## src/rtl/mig_req_gen.sv

```systemverilog
// mig_req_gen: takes hot page indices, filters out recently migrated pages,
// and issues one cache-line read per line of each new page.
module mig_req_gen #(
  parameter int ADDR_SIZE       = 33,
  parameter int DATA_SIZE       = 21,
  parameter int LINE_OFFSET     = 6,
  parameter int HIST_DEPTH      = 8,
  parameter int MAX_OUTSTANDING = 16,
  parameter int QUERY_PERIOD    = 1024
) (
  input  logic                 clk,
  input  logic                 rstn,
  input  logic                 enable,
  input  logic                 hist_clear,
  output logic                 query_en,
  input  logic                 query_ready,
  input  logic                 mig_addr_en,
  input  logic [ADDR_SIZE-1:0] mig_addr,
  output logic                 mig_addr_ready,
  output logic                 rd_valid,
  output logic [ADDR_SIZE-1:0] rd_addr,
  input  logic                 rd_ready,
  input  logic                 rd_done,
  output logic                 busy,
  output logic [31:0]          mig_count,
  output logic [15:0]          dup_count
);
  localparam int LINE_IDX_SIZE  = ADDR_SIZE - DATA_SIZE - LINE_OFFSET;
  localparam int LINES_PER_PAGE = 2 ** LINE_IDX_SIZE;
  localparam int HP_W  = $clog2(HIST_DEPTH);
  localparam int OUT_W = $clog2(MAX_OUTSTANDING + 1);
  localparam int TW    = QUERY_PERIOD > 1 ? $clog2(QUERY_PERIOD) : 1;

  typedef enum logic [1:0] {IDLE, CHECK, ISSUE, DRAIN} state_t;

  state_t                   state, state_n;
  logic [DATA_SIZE-1:0]     page;
  logic [LINE_IDX_SIZE-1:0] line_idx;
  logic [OUT_W-1:0]         outstanding;
  logic [DATA_SIZE-1:0]     hist_page [HIST_DEPTH];
  logic [HIST_DEPTH-1:0]    hist_vld;
  logic [HP_W-1:0]          hist_ptr;
  logic [TW-1:0]            timer;
  logic                     hit, accept, take, unused_hi;

  assign unused_hi      = ^mig_addr[ADDR_SIZE-1:DATA_SIZE];
  assign mig_addr_ready = rstn & enable & (state == IDLE);
  assign take           = mig_addr_en & mig_addr_ready;
  assign rd_valid       = (state == ISSUE) & (outstanding < OUT_W'(MAX_OUTSTANDING));
  assign rd_addr        = {page, line_idx, {LINE_OFFSET{1'b0}}};
  assign accept         = rd_valid & rd_ready;

  always_comb begin
    hit = 1'b0;
    for (int i = 0; i < HIST_DEPTH; i++) hit = hit | (hist_vld[i] && hist_page[i] == page);
  end

  always_comb begin
    state_n = state;
    unique case (state)
      IDLE:  state_n = take ? CHECK : IDLE;
      CHECK: state_n = hit ? IDLE : ISSUE;
      ISSUE: state_n = (accept && line_idx == LINE_IDX_SIZE'(LINES_PER_PAGE - 1)) ? DRAIN : ISSUE;
      DRAIN: state_n = (outstanding == '0) ? IDLE : DRAIN;
    endcase
  end

  always_ff @(posedge clk or negedge rstn) begin
    if (!rstn) begin
      state       <= IDLE;
      busy        <= 1'b0;
      page        <= '0;
      line_idx    <= '0;
      outstanding <= '0;
      hist_vld    <= '0;
      hist_ptr    <= '0;
      mig_count   <= '0;
      dup_count   <= '0;
    end else begin
      state       <= state_n;
      busy        <= state_n != IDLE;
      if (take) page <= mig_addr[DATA_SIZE-1:0];
      if (state == CHECK) line_idx <= '0;
      else if (accept) line_idx <= line_idx + 1'b1;
      // a completion with nothing outstanding is spurious and dropped
      outstanding <= outstanding + OUT_W'(accept) - OUT_W'(rd_done && outstanding != '0);
      if (state == CHECK && hit && dup_count != '1) dup_count <= dup_count + 1'b1;
      if (state == DRAIN && outstanding == '0) mig_count <= mig_count + 1'b1;
      if (hist_clear) begin
        hist_vld <= '0;
        hist_ptr <= '0;
      end else if (state == CHECK && !hit) begin
        hist_vld[hist_ptr] <= 1'b1;
        hist_ptr           <= hist_ptr + 1'b1;
      end
    end
  end

  always_ff @(posedge clk) begin
    if (state == CHECK && !hit) hist_page[hist_ptr] <= page;
  end

  always_ff @(posedge clk or negedge rstn) begin
    if (!rstn) begin
      timer    <= '0;
      query_en <= 1'b0;
    end else if (query_en) begin
      if (query_ready) begin
        query_en <= 1'b0;
        timer    <= '0;
      end
    end else if (enable) begin
      if (timer == TW'(QUERY_PERIOD - 1)) begin
        query_en <= 1'b1;
        timer    <= '0;
      end else timer <= timer + 1'b1;
    end
  end
endmodule

```

## config.mk

```make
export PLATFORM = sky130hd
export DESIGN_NAME = mig_req_gen
export DESIGN_NICKNAME = d
export VERILOG_FILES = /design/src/rtl/mig_req_gen.sv
export SDC_FILE = /design/constraint.sdc
export NUM_CORES = 1
export LEC_CHECK = 0
export ABC_AREA = 1
export BUFFER_PORTS_ARGS = -buffer_cell sky130_fd_sc_hd__buf_2
export CAP_MARGIN = 30
export CORE_MARGIN = 10
export CORE_UTILIZATION = 40
export DETAILED_ROUTE_END_ITERATION = 8
export SLEW_MARGIN = 10
export SYNTH_ARGS = -nofsm -noshare
export SYNTH_HDL_FRONTEND = slang
export SYNTH_SLANG_ARGS = --single-unit
```

## constraint.sdc

```tcl
create_clock -name clk -period 4.48 [get_ports clk]
set_clock_uncertainty 0.05 [all_clocks]
set_input_delay 0.672 -clock clk [delete_from_list [all_inputs] [get_ports clk]]
set_output_delay 0.672 -clock clk [all_outputs]
set_load 0.02 [all_outputs]
```

==> results of run 1 <==
==> routing by layer <==
metal | global-route usage (%) | vias up
met4 | 4.263 | 2
li1 | - | 5141
met1 | 22.83 | 4826
met5 | 0 | -
met3 | 4.141 | 50
met2 | 28.15 | 275
==> path summary, 6_finish.rpt <==
| kind | end | cells past startpoint | startpoint |
|---|---|---|---|
| setup / recovery | hist_page[4][1] | 12 | page[17] |
| hold / removal | line_idx[0] | 2 | rstn |
| setup reg to reg | hist_page[4][1] | 12 | page[17] |
| hold reg to reg | mig_count[31] | 1 | mig_count[31] |
| max in group asynchronous | page[8] | 3 | rstn |
| min in group clk | query_en | 2 | query_ready |
==> synthesized netlist by cell type (all sizes together) <==
library cell | instances | area (um2)
nand2 | 533 | 2031
inv | 240 | 900.9
nor2 | 173 | 715.7
edfxtp | 168 | 5045
dfrtp | 105 | 2628
o21ai | 58 | 290.3
nand3 | 50 | 260.3
a21oi | 37 | 185.2
buf | 36 | 231.5
nand4 | 35 | 219.0
xor2 | 32 | 280.3
nor3 | 20 | 110.1
xnor2 | 15 | 131.4
ha | 11 | 137.6
or2 | 9 | 56.30
o22ai | 6 | 37.54
clkbuf | 4 | 15.01
nor4 | 4 | 31.28
o211ai | 4 | 30.03
nor3b | 2 | 20.02
and2 | 1 | 6.260
and3 | 1 | 6.260
conb | 1 | 3.750
fa | 1 | 20.02
mux2 | 1 | 11.26
nand3b | 1 | 7.510
o32ai | 1 | 8.760
==> state kept, by name, summed over array words and instances, names as in the netlist <==
signal and cells:
hist_page 168, outstanding 5, busy 1, timer 10, query_en 1, line_idx 6, hist_vld 8, dup_count 16
state 2, page 21, mig_count 32, hist_ptr 3
==> power by group through the flow <==
| stage | sequential (mW) | combinational, mW | clock (mW) |
|---|---|---|---|
| after floorplan | 3.55 | 1.29 | 0 |
| after global placement | 3.51 | 2.19 | 0 |
| final | 3.47 | 2.19 | 2.68 |
| after detailed placement | 3.52 | 2.22 | 0 |
| after global routing | 3.52 | 2.47 | 2.83 |
| after CTS | 3.48 | 2.22 | 2.72 |
==> critical path, stage by stage (launching register included) <==
cell,delay [ns]
dfrtp_1,0.63
inv_2,0.35
nand2_1,0.15
nand2_1,0.08
nor2_1,0.04
nand2_1,0.17
nor2_1,0.07
nand3_1,0.10
nand2_1,0.11
nor2_4,0.36
nand4_1,0.18
inv_1,0.47
buf_12,0.22
==> cell type report <==
cell class	instances	area, um2
timing repair buffer	129	735.7
sequential	273	7672
clock buffer	42	888.4
fill	3200	17700
multi-input combinational	1001	4623
antenna	2	5.005
tap	448	560.5
inverter	240	900.9
clock inverter	16	196.4
==> cells by family (layout without fill, tap and decap cells) <==
family                     Yosys count  in the layout  synth area share (%)
DFF                                273            273                 57.17
buffers and inverters              280            427                 8.550
AOI/OAI and AO/OA                  106            106                 4.112
other                                1              8               0.02795
muxes                                1              1               0.08391
xor gates and xnor gates            47             47                 3.068
adders and majority gates           12             12                 1.175
and+or+nand+nor                    829            829                 25.81
==> per-stage QoR <==
stage / worst slack, ns / instances / hold slack, ns / utilization [%] / power (mW)
2_1_floorplan: 1.919 / 1554 / 0.3264 / - / 4.842
3_3_place_gp: 1.245 / 2090 / 0.4062 / 43.46 / 5.694
3_5_place_dp: 1.186 / 2090 / 0.4089 / 43.46 / 5.741
4_1_cts: 1.162 / 2148 / 0.2364 / 46.72 / 8.420
5_1_grt: 0.9419 / 2149 / 0.2431 / 46.81 / 8.816
6_report: 1.179 / 2151 / 0.2275 / 46.82 / 8.338
==> impl_metrics.toml, run 1 <==
[setup_path]
cp.arrival_ns = 3.53
cp-end-kind = "flip-flop"
crit_type = "flip-flop to flip-flop"
reg2reg_slack_ns = 1.18
critPathLaunchType = "flip-flop"
cp_max_fo = 18
required_ns = 4.70

[routing]
highest_layer = "met5"
wl_met2_um = 16750
antenna_left = 0
wirelength_um = 35960
drtIter0Drc = 765
routed-wl-met3_um = 2769
wl_per_cell_um = 16.72
wl_met1_um = 15660
vias_per_cell = 4.786
vias = 10290
drcViolationCount = 0
firstDrtPassIters = 5

[floorplanning]
initial_core_util_pct = 40.32
fp.dieArea_um2 = 41270
die_x_um = 203.2
ios = 126
core_area_um2 = 33280
row_count = 67
die_y_um = 203.2

[sta]
finalHoldViolCount = 0
period_needed_ns = 3.301
setup_viol = 0
setup-tns-final_ns = 0
fmax_mhz = 302.9
timing.final.crit_share_pct = 73.69
slew_headroom_pct = 50.26
worstMarginPinSlew_ns = 0.7461
rsz0062_at_grt = "no"
drv_slew = 0

[logic_synthesis]
syn_area_um2 = 13420
postSynthAreaPerCell_um2 = 8.663
syn_inst = 1549
ys_seq_area_share_pct = 57.17
yosys_register_bits = 273
synth_cell_type_count = 43
synth.yosys.warnings = 0

[cells_and_area]
layout_common_cells = "nand2_1, inv_1, edfxtp_1"
nets = 1729
drive_above_1_share_pct = 13.58
areaGrowthSynthToFinish_pct = 16.12
final_common_cell = "nand2_1"
final_area_um2 = 15580

[grt]
grt_usage_pct = 17.30
grt_antenna_before_repair = 3
first_global_vias = 10100
grt_pass1_wl_um = 56660
gr-total-overflow = 0
grt_max_degree = 57

[clock_tree]
htree_levels = 1
cts_tree = "yes"
cts.clk_slew.worst_paths_ns = 0.06
clk_path_buf_depth = 3
holdBufCountCts = 0
clock-sinks = 273
post_cts_buffers = 0
root_buffer = "clkbuf_16"
cts_resized = 0
cts_buffers = 31
insertion_delay_ns = 0.56

[run_status]
status = "completed"

[placed_design]
dpl-instance-area_um2 = 14470
place_congestion = 0.8797
io_buffers = 107
hpwlAfterDp_um = 24390

[job]
maxCapViolCount = 0

[power_and_ir_drop]
combPwrFrac_pct = 26.3
p_clk_share_pct = 32.1
leakagePower_nw = 7.397
powerDensity_nw_per_um2 = 535.1
p_sw_share_pct = 35.90
internal_power_mw = 5.345
p_sw_mw = 2.993
peakVddDrop_mv = 0.3494
power_frac_seq_pct = 41.6

[min_path]
hold_class = "input port to asynchronous set/reset pin"
Note: power is estimated with default switching activity, not from simulation.
==> run 2: changes to the inputs <==
clock period = 2.9 ns   (was 4.48 ns; I/O delays follow)
==> impl_metrics.toml, run 2 (synthesized netlist as in run 1, its figures left out) <==
[run_status]
status = "completed"

[setup_path]
cp.arrival_ns = 2.82
crit_type = "flip-flop to flip-flop"
reg2reg_slack_ns = 0.29
critPathLaunchType = "flip-flop"
cp-end-kind = "flip-flop"
required_ns = 3.11
cp_max_fo = 16

[cells_and_area]
areaGrowthSynthToFinish_pct = 17.28
utilization_pct = 47.29
final_area_um2 = 15740
layout_common_cells = "nand2_1, inv_1, edfxtp_1"
final_common_cell = "nand2_1"
largest_register_ffs = 168
fillers = 3211
nets = 1744
max_flop_register = "hist_page"
top_regs = "hist_page: 168 flops, mig_count: 32 flops, page: 21 flops"
seq_area_um2 = 7672
multi_input_comb_area_um2 = 4623
drive_above_1_share_pct = 14.10

[floorplanning]
ios = 126
die_y_um = 203.2
core_area_um2 = 33280
row_count = 67
fp.dieArea_um2 = 41270
die_x_um = 203.2
initial_core_util_pct = 40.32

[clock_tree]
insertion_delay_ns = 0.57
root_buffer = "clkbuf_16"
htree_levels = 1
cts_buffers = 31
cts_resized = 0
cts.clk_slew.worst_paths_ns = 0.06
cts_tree = "yes"
clk_path_buf_depth = 3
clock-sinks = 273

[grt]
grt_antenna_before_repair = 4
grt_max_degree = 52
gr-total-overflow = 0
grt_pass1_wl_um = 56900
grt_usage_pct = 17.40
first_global_vias = 10250

[power_and_ir_drop]
internal_power_mw = 8.311
p_sw_mw = 4.588
p_clk_share_pct = 31.5
leakagePower_nw = 7.467
powerDensity_nw_per_um2 = 819.6
report.power.total_mw = 12.90
peakVddDrop_mv = 0.6169
combPwrFrac_pct = 29.6
power_frac_seq_pct = 39.0
p_sw_share_pct = 35.57

[job]
maxCapViolCount = 0

[sta]
hold_slack_ns = 0.06056
rsz0062_at_grt = "no"
setup-tns-final_ns = 0
period_needed_ns = 2.610
fmax_mhz = 383.2
setup_viol = 0
drv_slew = 0
worstMarginPinSlew_ns = 0.6927
slew_headroom_pct = 53.82
finalHoldViolCount = 0
timing.final.crit_share_pct = 89.99

[routing]
vias = 10460
drtIter0Drc = 682
firstDrtPassIters = 5
wl_per_cell_um = 16.65
vias_per_cell = 4.829
antenna_left = 0
drcViolationCount = 0
wirelength_um = 36040

[placed_design]
dpl-instance-area_um2 = 14660
place_congestion = 0.8918
io_buffers = 107
hpwlAfterDp_um = 24910

[min_path]
hold_class = "input port to flip-flop"
## run 2: worst max-delay path: stages (launching register included)
cell and delay [ns]:
dfrtp_1 0.39, inv_2 0.26, nand2_1 0.14, o21ai_0 0.16, nor2_1 0.09, nand2_1 0.06
nor2_1 0.05, nand3_1 0.09, nand2_1 0.11, nor2_4 0.33, nand4_1 0.20, inv_1 0.17
buf_12 0.18
## run 2: power by group through the flow
stage	logic (mW)	registers [mW]	clock network, mW
floorplan	1.99	5.49	0
global placement	3.79	5.09	0
detailed placement	3.86	5.10	0
CTS	3.87	5.03	4.15
global route	4.29	5.07	4.31
finish	3.81	5.03	4.06
## run 2: path summary, 6_finish.rpt
path,from,endpoint,cells after the start
setup / recovery,page[11],hist_page[6][12],12
hold / removal,mig_addr[18],page[18],3
hold reg to reg,mig_count[31],mig_count[31],1
max in group asynchronous,rstn,timer[4],3
min in group asynchronous,rstn,hist_vld[1],2
setup reg to reg,page[11],hist_page[6][12],12
## run 2: layout make-up
class | count | area share (%)
tap | 448 | 3.562
inverter | 240 | 5.724
timing repair buffer | 144 | 5.851
sequential | 273 | 48.75
antenna | 1 | 0.01590
clock inverter | 21 | 1.519
multi-input combinational | 1001 | 29.38
clock buffer | 37 | 5.200
## run 2: metrics by stage
step | setup WS, ns | cells
after CTS | 0.3110 | 2164
after global routing | 0.1036 | 2164
after detailed placement | 0.3450 | 2104
after floorplan | 0.3392 | 1554
final | 0.2902 | 2165
after global placement | 0.3952 | 2104
## run 2: layer usage
layer	up-vias	part of all wire [%]	track usage [%]
met1	4955	44	23.15
met4	4	2.1	4.610
li1	5164	-	-
met2	285	47	28.45
met5	-	0.086	0
met3	47	6.8	3.475
## run 2: timing repair
item | 4_1_cts | 5_1_grt
endpoints found under the setup margin | 0 | 0
hold buffers | 2 | 0
hold endpoints to repair | 27 | 0
buffers inserted | 0 | 0
==> run 3: changes to the inputs <==
clock period = 3 ns   (was 2.9 ns; I/O delays follow)
==> impl_metrics.toml, run 3 (synthesized netlist as in run 1, its figures left out) <==
[power_and_ir_drop]
powerDensity_nw_per_um2 = 796.0
leakagePower_nw = 7.501
p_sw_share_pct = 35.23
combPwrFrac_pct = 29.1
peakVddDrop_mv = 0.5235
power_frac_seq_pct = 38.8
internal_power_mw = 8.148
p_clk_share_pct = 32.0
p_sw_mw = 4.432

[routing]
wl_per_cell_um = 16.84
drtIter0Drc = 736
vias = 10350
wirelength_um = 36470
vias_per_cell = 4.781
drcViolationCount = 0
firstDrtPassIters = 5
antenna_left = 0

[clock_tree]
htree_levels = 1
cts_tree = "yes"
post_cts_buffers = 0
cts_buffers = 30
clk_path_buf_depth = 3
clock-sinks = 273
root_buffer = "clkbuf_16"
insertion_delay_ns = 0.55
cts.clk_slew.worst_paths_ns = 0.06

[sta]
finalHoldViolCount = 0
setup_viol = 0
worstMarginPinSlew_ns = 0.6151
fmax_mhz = 388.9
setup-tns-final_ns = 0
rsz0062_at_grt = "no"
timing.final.crit_share_pct = 85.71
drv_slew = 0
period_needed_ns = 2.571
slew_headroom_pct = 59.00

[setup_path]
worstRegToRegCells = 12
reg2reg_slack_ns = 0.43
startpoint = "page[19]"
crit_type = "flip-flop to flip-flop"
cp-end-kind = "flip-flop"
cp_max_fo = 20
cp.arrival_ns = 2.77
endpoint = "hist_page[3][15]"
required_ns = 3.20
worst_r2r_endpoint = "hist_page[3][15]"
worstReg2RegStart = "page[19]"
critPathLaunchType = "flip-flop"

[placed_design]
hpwlAfterDp_um = 25080
place_congestion = 0.8524
dpl-instance-area_um2 = 14690
io_buffers = 107
dp.cells = 2107

[floorplanning]
row_count = 67
die_x_um = 203.2
initial_core_util_pct = 40.32
core_area_um2 = 33280
die_y_um = 203.2
ios = 126
fp.dieArea_um2 = 41270

[cells_and_area]
top_regs = "hist_page: 168 flops, mig_count: 32 flops, page: 21 flops"
multi_input_comb_area_um2 = 4623
fillers = 3193
nets = 1745
largest_register_ffs = 168
areaGrowthSynthToFinish_pct = 17.78
seq_area_um2 = 7672
drive_above_1_share_pct = 14.51
final_common_cell = "nand2_1"
layout_common_cells = "nand2_1, inv_1, edfxtp_1"
max_flop_register = "hist_page"
fin_cells = 2165
final_area_um2 = 15810

[grt]
grt_usage_pct = 17.55
grt_pass1_wl_um = 57560
gr-total-overflow = 0
grt_max_degree = 106
first_global_vias = 10270
grt_antenna_before_repair = 2

[run_status]
status = "completed"

[min_path]
hold_class = "input port to flip-flop"

[job]
maxCapViolCount = 0
-- run 3: how the worst min path moves through the flow --
stage | from | to | cells after the start
2_1_floorplan | rstn | busy | 0
3_3_place_gp | mig_count[31] | mig_count[31] | 1
3_5_place_dp | mig_count[31] | mig_count[31] | 1
4_1_cts | query_ready | query_en | 2
5_1_grt | query_ready | query_en | 2
6_report | query_ready | query_en | 2
-- run 3: area by class of cell --
| cell class | count | share of cell area [%] |
|---|---|---|
| sequential | 273 | 48.54 |
| antenna | 1 | 0.01583 |
| inverter | 240 | 5.700 |
| timing repair buffer | 146 | 5.985 |
| multi-input combinational | 1001 | 29.25 |
| clock buffer | 37 | 5.446 |
| clock inverter | 19 | 1.512 |
| tap | 448 | 3.547 |
-- run 3: timing repair --
item | 4_1_cts | 5_1_grt
hold endpoints to repair | 22 | 0
hold buffers | 1 | 0
gates resized for setup | 0 | 0
-- run 3: metal layers --
layer | GRT usage, % | routed length, um | vias up
li1 | - | - | 5164
met1 | 22.75 | 15860 | 4864
met2 | 29.68 | 17320 | 277
met3 | 3.760 | 2636 | 43
met4 | 3.597 | 636 | 2
met5 | 0 | 12 | -
-- run 3: power by group through the flow --
stage | clock network [mW] | logic, mW | registers (mW)
floorplan | 0 | 1.93 | 5.30
global placement | 0 | 3.64 | 4.95
detailed placement | 0 | 3.70 | 4.96
CTS | 4.11 | 3.72 | 4.89
global route | 4.26 | 4.12 | 4.94
finish | 4.03 | 3.67 | 4.89
-- run 3: metrics by stage --
step | power [mW] | util, % | worst slack [ns] | hold slack (ns)
after detailed placement | 8.664 | 44.15 | 0.4730 | 0.4174
after global placement | 8.586 | 44.15 | 0.4759 | 0.4052
after global routing | 13.31 | 47.48 | 0.2408 | 0.04297
after floorplan | 7.231 | - | 0.4392 | 0.1044
final | 12.58 | 47.49 | 0.4287 | 0.06131
after CTS | 12.72 | 47.48 | 0.4431 | 0.03525
-- run 3: critical path: stages (launching register included) --
cell     delay [ns]
dfrtp_1        0.48
buf_4          0.22
buf_4          0.17
o21ai_1        0.14
nor2_1         0.06
nand2_1        0.06
nor2_1         0.06
nand3_1        0.08
nand2_1        0.09
nor2_4         0.31
nand4_1        0.17
inv_1          0.15
buf_12         0.20
